`config.mk`:
```
export PLATFORM = sky130hd
export DESIGN_NAME = seg_scan_decoder
export DESIGN_NICKNAME = d
export VERILOG_FILES = /design/src/rtl/seg_scan_decoder.sv
export SDC_FILE = /design/constraint.sdc
export NUM_CORES = 1
export LEC_CHECK = 0
export ABC_AREA = 1
export CAP_MARGIN = 10
export CORE_MARGIN = 3
export CORE_UTILIZATION = 42
export CTS_BUF_LIST = sky130_fd_sc_hd__clkbuf_8
export CTS_CLUSTER_SIZE = 12
export DETAILED_ROUTE_END_ITERATION = 16
export DONT_BUFFER_PORTS = 1
export HOLD_SLACK_MARGIN = 0.06
export PLACE_DENSITY_LB_ADDON = 0.25
export SYNTH_ARGS = -nofsm -noshare
export SYNTH_HDL_FRONTEND = slang
export SYNTH_SLANG_ARGS = --single-unit
```
`constraint.sdc`:
```
create_clock -name clk -period 3.8 [get_ports clk]
set_clock_uncertainty 0.15 [all_clocks]
set_input_delay 0.76 -clock clk [delete_from_list [all_inputs] [get_ports clk]]
set_output_delay 0.76 -clock clk [all_outputs]
set_load 0.005 [all_outputs]
```
`src/rtl/seg_scan_decoder.sv`:
```
// Receive-side scanned 7-segment decoder.
// Watches a multiplexed common-select 7-segment bus and rebuilds the hex
// nibble shown on every digit, with per-digit valid/error flags, a change
// pulse (update) and a whole-frame pulse (frame_done).
`timescale 1ns/1ps

module seg_scan_decoder #(
    parameter int DIGITS         = 4,
    parameter int STABLE_CYCLES  = 4,
    parameter bit SEG_ACTIVE_LOW = 1'b1,
    parameter bit SEL_ACTIVE_LOW = 1'b1
) (
    input  logic                  clk,
    input  logic                  rst,
    input  logic [6:0]            seg_in,
    input  logic [DIGITS-1:0]     sel_in,
    output logic [4*DIGITS-1:0]   value,
    output logic [DIGITS-1:0]     digit_valid,
    output logic [DIGITS-1:0]     digit_error,
    output logic                  update,
    output logic                  frame_done
);

    localparam int                 RUN_W    = $clog2(STABLE_CYCLES + 1);
    localparam logic [RUN_W-1:0]   RUN_MAX  = RUN_W'(STABLE_CYCLES);
    localparam logic [RUN_W-1:0]   RUN_ARM  = RUN_W'(STABLE_CYCLES - 1);
    localparam int                 SAMPLE_W = DIGITS + 7;

    // Raw line levels that mean "nothing selected, all segments dark".
    localparam logic [DIGITS-1:0]  SEL_IDLE = {DIGITS{SEL_ACTIVE_LOW}};
    localparam logic [6:0]         SEG_IDLE = {7{SEG_ACTIVE_LOW}};
    localparam logic [6:0]         SEG_DARK = 7'h7F;

    typedef enum logic [1:0] {
        GLYPH_HEX   = 2'd0,
        GLYPH_BLANK = 2'd1,
        GLYPH_ERR   = 2'd2
    } glyph_kind_e;

    typedef struct packed {
        glyph_kind_e kind;
        logic [3:0]  code;
    } glyph_t;

    // Active-low gfedcba pattern to hex nibble; all-dark is a blank digit.
    function automatic glyph_t decode_glyph(input logic [6:0] seg);
        glyph_t g;
        g.kind = GLYPH_HEX;
        g.code = 4'h0;
        case (seg)
            7'h40: g.code = 4'h0;
            7'h79: g.code = 4'h1;
            7'h24: g.code = 4'h2;
            7'h30: g.code = 4'h3;
            7'h19: g.code = 4'h4;
            7'h12: g.code = 4'h5;
            7'h02: g.code = 4'h6;
            7'h78: g.code = 4'h7;
            7'h00: g.code = 4'h8;
            7'h10: g.code = 4'h9;
            7'h08: g.code = 4'hA;
            7'h03: g.code = 4'hB;
            7'h46: g.code = 4'hC;
            7'h21: g.code = 4'hD;
            7'h06: g.code = 4'hE;
            7'h0E: g.code = 4'hF;
            7'h7F: g.kind = GLYPH_BLANK;
            default: g.kind = GLYPH_ERR;
        endcase
        return g;
    endfunction

    // True when exactly one select line is active.
    function automatic logic is_onehot(input logic [DIGITS-1:0] v);
        int unsigned n;
        n = 0;
        for (int i = 0; i < DIGITS; i++) begin
            n = n + 32'(v[i]);
        end
        return (n == 1);
    endfunction

    logic [6:0]            seg_p0, seg_p1;
    logic [DIGITS-1:0]     sel_p0, sel_p1;
    logic [6:0]            seg_n;
    logic [DIGITS-1:0]     sel_n;
    logic [SAMPLE_W-1:0]   sample;
    logic [SAMPLE_W-1:0]   sample_p2;
    logic [RUN_W-1:0]      run;
    logic                  stable;
    logic                  capture;
    glyph_t                glyph;
    logic [4*DIGITS-1:0]   value_nx;
    logic [DIGITS-1:0]     valid_nx;
    logic [DIGITS-1:0]     error_nx;
    logic                  changed;
    logic [DIGITS-1:0]     seen;
    logic [DIGITS-1:0]     seen_nx;

    // Two-flop synchroniser; reset parks it at the idle bus level so the
    // first real sample after reset always looks like a change.
    always_ff @(posedge clk) begin
        if (rst) begin
            seg_p0 <= SEG_IDLE;
            seg_p1 <= SEG_IDLE;
            sel_p0 <= SEL_IDLE;
            sel_p1 <= SEL_IDLE;
        end else begin
            seg_p0 <= seg_in;
            seg_p1 <= seg_p0;
            sel_p0 <= sel_in;
            sel_p1 <= sel_p0;
        end
    end

    // Normalise polarity: one-hot active-high select, active-low segments.
    always_comb begin
        seg_n  = SEG_ACTIVE_LOW ? seg_p1 : ~seg_p1;
        sel_n  = SEL_ACTIVE_LOW ? ~sel_p1 : sel_p1;
        sample = {sel_n, seg_n};
        stable = (sample == sample_p2);
        // Fire only on the transition into the saturated count, so a held
        // sample captures once and never again until it changes.
        capture = stable && (run == RUN_ARM) && is_onehot(sel_n);
    end

    // Stability tracker: previous sample and saturating run-length counter.
    always_ff @(posedge clk) begin
        if (rst) begin
            sample_p2 <= {{DIGITS{1'b0}}, SEG_DARK};
            run       <= '0;
        end else begin
            sample_p2 <= sample;
            if (!stable) begin
                run <= RUN_W'(1);
            end else if (run != RUN_MAX) begin
                run <= run + RUN_W'(1);
            end
        end
    end

    // Next digit state for a capture; blank and error keep the old nibble.
    always_comb begin
        value_nx = value;
        valid_nx = digit_valid;
        error_nx = digit_error;
        glyph    = decode_glyph(seg_n);
        if (capture) begin
            for (int i = 0; i < DIGITS; i++) begin
                if (sel_n[i]) begin
                    case (glyph.kind)
                        GLYPH_HEX: begin
                            value_nx[4*i +: 4] = glyph.code;
                            valid_nx[i]        = 1'b1;
                            error_nx[i]        = 1'b0;
                        end
                        GLYPH_BLANK: begin
                            valid_nx[i] = 1'b0;
                            error_nx[i] = 1'b0;
                        end
                        default: begin
                            valid_nx[i] = 1'b0;
                            error_nx[i] = 1'b1;
                        end
                    endcase
                end
            end
        end
        changed = (value_nx != value) || (valid_nx != digit_valid) ||
                  (error_nx != digit_error);
    end

    // Frame tracking: a full mask is reported for one cycle and then
    // restarted, keeping any capture that lands in that same cycle.
    always_comb begin
        seen_nx = frame_done ? '0 : seen;
        if (capture) begin
            seen_nx = seen_nx | sel_n;
        end
    end

    assign frame_done = &seen;

    // Output registers and change pulse.
    always_ff @(posedge clk) begin
        if (rst) begin
            value       <= '0;
            digit_valid <= '0;
            digit_error <= '0;
            update      <= 1'b0;
            seen        <= '0;
        end else begin
            value       <= value_nx;
            digit_valid <= valid_nx;
            digit_error <= error_nx;
            update      <= changed;
            seen        <= seen_nx;
        end
    end

endmodule

```
==> implementation parameters, run 1 <==
Parameter                              Value

Pwr
  P_leak    1.70 nW
  Highest ir drop seen on vdd    0.222 mV
  Clock share of power    0.480
  Internal power    1.16 mW
  Ratio of total power to cell area    406 mW/mm²
  Sequential Power Share    0.478
  Psw    0.325 mW
  Switching power as a share of total power    0.219
  Comb pwr share    0.041
  Final total power    1.48 mW

STA
  Count of pins over their slew limit    0
  Max_slew headroom    0.652
  Hold Worst Slack    0.262 ns
  Final worst path period need    3.32 ns
  Period utilization    0.874
  Fin. Hold Viols    0
  Setup tns final    0 ns
  Finish-stage setup viols    0
  Fmax    301 MHz
  Unrepaired setup endpoints after global routing    no
  Transition time at the pin with the least slew margin    0.521 ns

Clock network
  Number of buffers inserted for hold repair after clock tree synthesis    0
  Clock-pin transition on the worst setup and hold timing paths    0.07 ns
  Deepest level of the CTS H-tree    3
  TritonCTS clock tree    yes
  Clock root buffer master    sky130_fd_sc_hd__clkbuf_8
  Clock buffers created by TritonCTS    9
  Max clock buf depth    2
  Insertion delay of the later-clocked pin in the worst-skew pair    0.35 ns
  # clock sinks    65
  Post-CTS repair timing setup buffer count    0
  CTS-repair resized insts    0

Logic synthesis
  Async set-or-reset flop fraction in the synthesized netlist    0
  Dominant register cell in the synthesized netlist    sky130_fd_sc_hd__dfxtp_1
  Synthesized netlist net count    492
  Unique masters post-synth    29
  Synthesized area per cell    7.06 µm²
  Number of warnings reported in the yosys synthesis log    0
  Count of state elements after synthesis    65
  Post-Syn Area    0.00334 mm²
  EDFF count, synth    0
  Sequential area share after synthesis    0.390
  Synthesized instance count    473

Layout
  Layout-stage area growth over the synthesis result    9.14%
  Post-route design area    0.00365 mm²
  Final cell count without fillers    578
  Footprint of the flip-flops and latches    0.00130 mm²
  Proportion of layout cells with a drive suffix above 1    0.159
  Area of combinational cells with multiple inputs    0.00172 mm²
  Count of nets after finishing    493
  Total of fill cells in the finished design    772
  Count of antenna diodes in the layout    0

Floorplanning
  Number of standard-cell rows in the floorplan    31
  Initial standard-cell utilization of the core    0.446
  Area of the core    0.00749 mm²
  IO Pins    39
  Die Outline Area    0.00906 mm²
  Die height    95.2 µm
  Overall die width    95.2 µm

Placement
  Number of placed cells counting well taps    562
  Detailed placer's ending HPWL    5810 µm
  Placer Congestion    0.911
  DP Area    0.00340 mm²
  Number of buffer cells added on primary ports    0

Route
  Total via count in the routed design    2910
  Number of remaining DRC errors    0
  Pre-Repair DR Iteration Count    4
  Average wire per cell in the routed design    13.7 µm
  Post-DRT Antenna Nets    0
  Routed Wire Length    7920 µm
  Iteration-0 DRC count of the detailed router    144
  Avg Vias per Cell    5.03

Critical path
  Endpoint type of the worst setup path    flop
  Cell type of the slowest stage on the worst timing path    sky130_fd_sc_hd__fa_1
  Largest incremental delay on the critical path    0.55 ns
  Crit-path max FO    13
  Most frequent CP cell    sky130_fd_sc_hd__nand2_1
  Critical path data required time    3.89 ns
  Family with the most delay on the worst path    simple AND/OR/NAND/NOR gates
  CP Cell Sequence    fa_1 > inv_1 > ha_1 > ha_1 > nor2_1 > and3_1 > nand4_2 > nor2_2 > nand2_1 > nand3_1 > nand2_1 > nor2_1 > nand2_1 > nor2_1 > nand3_1 > nand2_1 > inv_1
  Arr. time, crit path    3.42 ns
  Critical setup path kind    reg -> reg
  Startpoint of the worst setup timing path    sel_p1[0]
  Reg2reg start    sel_p1[0]
  Number of buffer and inverter instances along the worst setup path    2
  Critical Path Source Type    flop

GRT
  Total overflow reported by the global router    0
  Global-route wire length before repair    13500 µm
  Vias in the first global route    2721
  Overall Global Routing Usage    0.195
  Largest net degree at the start of global routing    56
  Number of antenna violations at the first check in global routing    0

Worst hold path
  Startpoint of the tightest hold check path    sel_p0[0]
  Worst hold path type    reg -> reg

Outcome
  Outcome    complete, no violations

Job
  Total of max-cap violations    0
[layout by cell type, fill, tap and decap left out, drive strengths merged]
master / count
clkinv: 3
nor2: 90
bufinv: 3
a211oi: 15
o21ai: 8
fa: 1
ha: 5
nand2: 105
or2: 22
clkbuf: 9
buf: 2
and3: 1
a21oi: 12
inv: 64
nand3: 31
nand4: 33
xnor2: 4
nand3b: 2
xor2: 2
dfxtp: 65
clkinvlp: 2
[power by group through the flow]
stage          clock (mW)  sequential, mW  combinational, mW
2_1_floorplan           0           0.721             0.0566
3_5_place_dp            0           0.724             0.0615
3_3_place_gp            0           0.723             0.0599
4_1_cts             0.730           0.708             0.0618
5_1_grt             0.763           0.710             0.0703
6_report            0.711           0.708             0.0612
[final cells by class]
cell class                      count  share of cell area
Multi-Input combinational cell    331               0.472
Clock buffer                        9              0.0340
Clock inverter                      7              0.0326
Tap cell                           99              0.0340
Timing Repair Buffer                2             0.00412
Sequential cell                    65               0.357
Inverter                           65              0.0669
[stage by stage]
step,util,worst slack [ns]
6_report,0.487,0.478
5_1_grt,0.487,0.124
4_1_cts,0.487,0.496
3_5_place_dp,0.455,0.522
3_3_place_gp,0.455,0.585
2_1_floorplan,-,0.965
[cells in the mapped netlist (2+ instances only)]
cell type | number | area share
sky130_fd_sc_hd__xnor2_1 | 4 | 0.010
sky130_fd_sc_hd__nand3_1 | 29 | 0.043
sky130_fd_sc_hd__nand4_1 | 32 | 0.060
sky130_fd_sc_hd__o21ai_1 | 2 | 0.0030
sky130_fd_sc_hd__nor2_1 | 74 | 0.083
sky130_fd_sc_hd__xor2_1 | 2 | 0.0052
sky130_fd_sc_hd__buf_4 | 2 | 0.0045
sky130_fd_sc_hd__nor2_4 | 7 | 0.024
sky130_fd_sc_hd__a211oi_1 | 15 | 0.034
sky130_fd_sc_hd__a21oi_1 | 12 | 0.018
sky130_fd_sc_hd__nand3b_1 | 2 | 0.0045
sky130_fd_sc_hd__nand2_1 | 96 | 0.11
sky130_fd_sc_hd__ha_1 | 5 | 0.019
sky130_fd_sc_hd__dfxtp_1 | 65 | 0.39
sky130_fd_sc_hd__o21ai_0 | 6 | 0.0090
sky130_fd_sc_hd__nand3_2 | 2 | 0.0060
sky130_fd_sc_hd__inv_2 | 8 | 0.0090
sky130_fd_sc_hd__inv_1 | 56 | 0.063
sky130_fd_sc_hd__nor2_2 | 9 | 0.017
sky130_fd_sc_hd__or2_2 | 22 | 0.041
sky130_fd_sc_hd__clkbuf_1 | 6 | 0.0067
sky130_fd_sc_hd__nand2_2 | 8 | 0.015
sky130_fd_sc_hd__buf_6 | 3 | 0.010
[flip-flops by register name, indices dropped and copies added, names as in the netlist]
signal,count
digit_error,4
seg_p0,7
update,1
sample_p2,11
seg_n,7
sel_p1,4
digit_valid,4
sel_p0,4
run,3
value,16
seen,4
[cells by family (layout without fill, tap and decap cells)]
group | Yosys count | count (layout) | synth area share
AND/OR/NAND/NOR | 284 | 284 | 0.410
XOR/XNOR | 6 | 6 | 0.0157
AO/OA/AOI/OAI | 35 | 35 | 0.0637
buffers and inverters | 77 | 83 | 0.0959
flip-flops | 65 | 65 | 0.390
adder cells (fa/ha/maj) | 6 | 6 | 0.0247
[per-layer routing]
metal  track usage  vias up  part of all wire
li1              -     1522                 -
met1         0.258     1291              0.46
met2         0.301       87              0.44
met3        0.0537       10             0.083
met4        0.0745        0             0.017
met5             0        -                 0
[worst paths after layout]
| check | slack (ns) | end | cells past startpoint |
|---|---|---|---|
| setup / recovery | 0.48 | update | 17 |
| hold / removal | 0.26 | sel_p1[0] | 1 |
| setup reg to reg | 0.48 | update | 17 |
| hold reg to reg | 0.26 | sel_p1[0] | 1 |
No activity file was read; power rests on OpenSTA's default activity.
==> inputs of run 2 (changes only) <==
--- a/config.mk
+++ b/config.mk
@@ -8,7 +8,7 @@
 export ABC_AREA = 1
 export CAP_MARGIN = 10
 export CORE_MARGIN = 3
-export CORE_UTILIZATION = 42
+export CORE_UTILIZATION = 38
 export CTS_BUF_LIST = sky130_fd_sc_hd__clkbuf_8
 export CTS_CLUSTER_SIZE = 12
 export DETAILED_ROUTE_END_ITERATION = 16
==> implementation parameters, run 2 (synthesized netlist as in run 1, its figures left out) <==
Parameter                              Value

GRT
  Vias in the first global route    2682 (was 2721)
  Number of antenna violations at the first check in global routing    0 (unchanged)
  Global-route wire length before repair    13600 µm (was 13500 µm)
  Largest net degree at the start of global routing    56 (unchanged)
  Total overflow reported by the global router    0 (unchanged)
  Overall Global Routing Usage    0.173 (was 0.195)

Clock network
  Clock buffers created by TritonCTS    9 (unchanged)
  # clock sinks    65 (unchanged)
  Number of buffers inserted for hold repair after clock tree synthesis    0 (unchanged)
  Deepest level of the CTS H-tree    3 (unchanged)
  TritonCTS clock tree    yes (unchanged)
  Max clock buf depth    2 (unchanged)
  Insertion delay of the later-clocked pin in the worst-skew pair    0.34 ns (was 0.35 ns)
  Clock-pin transition on the worst setup and hold timing paths    0.08 ns (was 0.07 ns)
  Clock root buffer master    sky130_fd_sc_hd__clkbuf_8 (unchanged)
  CTS-repair resized insts    0 (unchanged)
  Post-CTS repair timing setup buffer count    0 (unchanged)

Route
  Number of remaining DRC errors    0 (unchanged)
  Avg Vias per Cell    4.93 (was 5.03)
  Average wire per cell in the routed design    13.6 µm (was 13.7 µm)
  Pre-Repair DR Iteration Count    4 (unchanged)
  Iteration-0 DRC count of the detailed router    112 (was 144)
  Total via count in the routed design    2880 (was 2910)
  Post-DRT Antenna Nets    0 (unchanged)
  Routed Wire Length    7930 µm (was 7920 µm)

STA
  Fmax    306 MHz (was 301 MHz)
  Period utilization    0.860 (was 0.874)
  Count of pins over their slew limit    0 (unchanged)
  Final worst path period need    3.27 ns (was 3.32 ns)
  Fin. Hold Viols    0 (unchanged)
  Setup tns final    0 ns (unchanged)
  Transition time at the pin with the least slew margin    0.521 ns (about the same)
  Finish-stage setup viols    0 (unchanged)
  Max_slew headroom    0.653 (was 0.652)
  Setup slack after layout    0.533 ns (was 0.478 ns)
  Unrepaired setup endpoints after global routing    no (unchanged)

Critical path
  Largest incremental delay on the critical path    0.55 ns (about the same)
  Arr. time, crit path    3.41 ns (was 3.42 ns)
  Critical path data required time    3.94 ns (was 3.89 ns)
  Endpoint type of the worst setup path    flop (unchanged)
  Crit-path max FO    13 (unchanged)
  Cell type of the slowest stage on the worst timing path    sky130_fd_sc_hd__fa_1 (unchanged)
  Critical Path Source Type    flop (unchanged)
  CP Cell Sequence    fa_1 > inv_1 > ha_1 > ha_1 > nor2_1 > and3_1 > nand4_2 > nor2_2 > nand2_2 > nand2_1 > nand2_1 > nand2_1 > nor2_1 > nand2_1 > nor2_1 > nand3_1 > nand2_1 > inv_1 (was fa_1 > inv_1 > ha_1 > ha_1 > nor2_1 > and3_1 > nand4_2 > nor2_2 > nand2_1 > nand3_1 > nand2_1 > nor2_1 > nand2_1 > nor2_1 > nand3_1 > nand2_1 > inv_1)
  Critical setup path kind    reg -> reg (unchanged)
  Most frequent CP cell    sky130_fd_sc_hd__nand2_1 (unchanged)

Layout
  Most common cell after layout, fill and taps aside    sky130_fd_sc_hd__nand2_1 (unchanged)
  Leading registers by flop count    value: 16 flops, sample_p2: 11 flops (unchanged)
  Register with the most flip-flops    value (unchanged)
  Count of antenna diodes in the layout    0 (unchanged)
  Leading cell types in the layout, fill and taps excluded    sky130_fd_sc_hd__nand2_1 (96), sky130_fd_sc_hd__nor2_1 (74), sky130_fd_sc_hd__dfxtp_1 (65) (unchanged)
  Total of fill cells in the finished design    864 (was 772)
  Layout-stage area growth over the synthesis result    9.36% (was 9.14%)
  Proportion of layout cells with a drive suffix above 1    0.157 (was 0.159)
  Max reg flops    16 (unchanged)
  Count of nets after finishing    493 (unchanged)

Pwr
  Switching power as a share of total power    0.218 (was 0.219)
  Sequential Power Share    0.478 (about the same)
  P_leak    1.70 nW (about the same)
  Psw    0.323 mW (was 0.325 mW)
  Comb pwr share    0.041 (about the same)
  Clock share of power    0.481 (was 0.480)
  Ratio of total power to cell area    405 mW/mm² (was 406 mW/mm²)
  Internal power    1.16 mW (about the same)
  Highest ir drop seen on vdd    0.262 mV (was 0.222 mV)

Placement
  Detailed placer's ending HPWL    5920 µm (was 5810 µm)
  Setup slack after placement    0.547 ns (was 0.522 ns)
  Placer Congestion    0.884 (was 0.911)
  Number of buffer cells added on primary ports    0 (unchanged)

Floorplanning
  Area of the core    0.00838 mm² (was 0.00749 mm²)
  Overall die width    99.8 µm (was 95.2 µm)
  Die height    99.8 µm (was 95.2 µm)
  Initial standard-cell utilization of the core    0.399 (was 0.446)
  IO Pins    39 (unchanged)
  Number of standard-cell rows in the floorplan    33 (was 31)
  Die Outline Area    0.00995 mm² (was 0.00906 mm²)

Outcome
  Outcome    complete, no violations (unchanged)

Job
  Total of max-cap violations    0 (unchanged)

Worst hold path
  Worst hold path type    reg -> reg (unchanged)
## run 2: cell count changes in the layout (fill, tap and decap cells not counted), sizes merged
cell	previous run	this run
clkinv	3	2
inv	64	66
clkinvlp	2	1
## run 2: layer usage
metal	up-vias	wire, µm	share of wire	GRT usage
met3	4	511	0.064	0.0435
li1	1522	-	-	-
met1	1283	3770	0.48	0.239
met5	-	0	0	0
met4	0	63	0.0079	0.0662
met2	71	3590	0.45	0.259
## run 2: worst paths after layout
path / slack (ns) / start / depth (start not counted) / end
min reg2reg: 0.26 / seg_p0[5] / 1 / seg_n[5]
max: 0.53 / sel_p1[0] / 18 / update
max reg2reg: 0.53 / sel_p1[0] / 18 / update
min: 0.26 / seg_p0[5] / 1 / seg_n[5]
## run 2: final cells by class
cell class / instances / area (µm²) / share of cell area
clock buffers: 9 / 124 / 0.0339
clock inverters: 7 / 119 / 0.0325
inverters: 65 / 244 / 0.0668
multi-input cells: 331 / 1720 / 0.471
flip-flops and latches: 65 / 1300 / 0.356
well taps: 105 / 131 / 0.0360
repair buffers: 2 / 15.0 / 0.00411
## run 2: per-stage QoR
stage / utilization / std cells / instance area (µm²) / hold slack (ns) / power (mW)
2_1_floorplan: - / 473 / 3340 / 0.239 / 0.777
3_3_place_gp: 0.407 / 568 / 3410 / 0.241 / 0.783
3_5_place_dp: 0.407 / 568 / 3410 / 0.243 / 0.785
4_1_cts: 0.436 / 584 / 3650 / 0.261 / 1.50
5_1_grt: 0.436 / 584 / 3650 / 0.269 / 1.54
6_report: 0.436 / 584 / 3650 / 0.258 / 1.48
## run 2: critical path: cells and delay by family, from the launching register on
family                     cells  cell delay [ns]
DFF                            1             0.37
and+or+nand+nor               13             1.66
buffers and inverters          2             0.09
adders and majority gates      3             0.98
## run 2: power groups by stage
| stage | sequential, mW | combinational [mW] | clock [mW] |
|---|---|---|---|
| after global placement | 0.723 | 0.0602 | 0 |
| after global routing | 0.710 | 0.0705 | 0.762 |
| after detailed placement | 0.724 | 0.0610 | 0 |
| after floorplan | 0.721 | 0.0566 | 0 |
| after CTS | 0.708 | 0.0612 | 0.734 |
| final | 0.708 | 0.0602 | 0.712 |
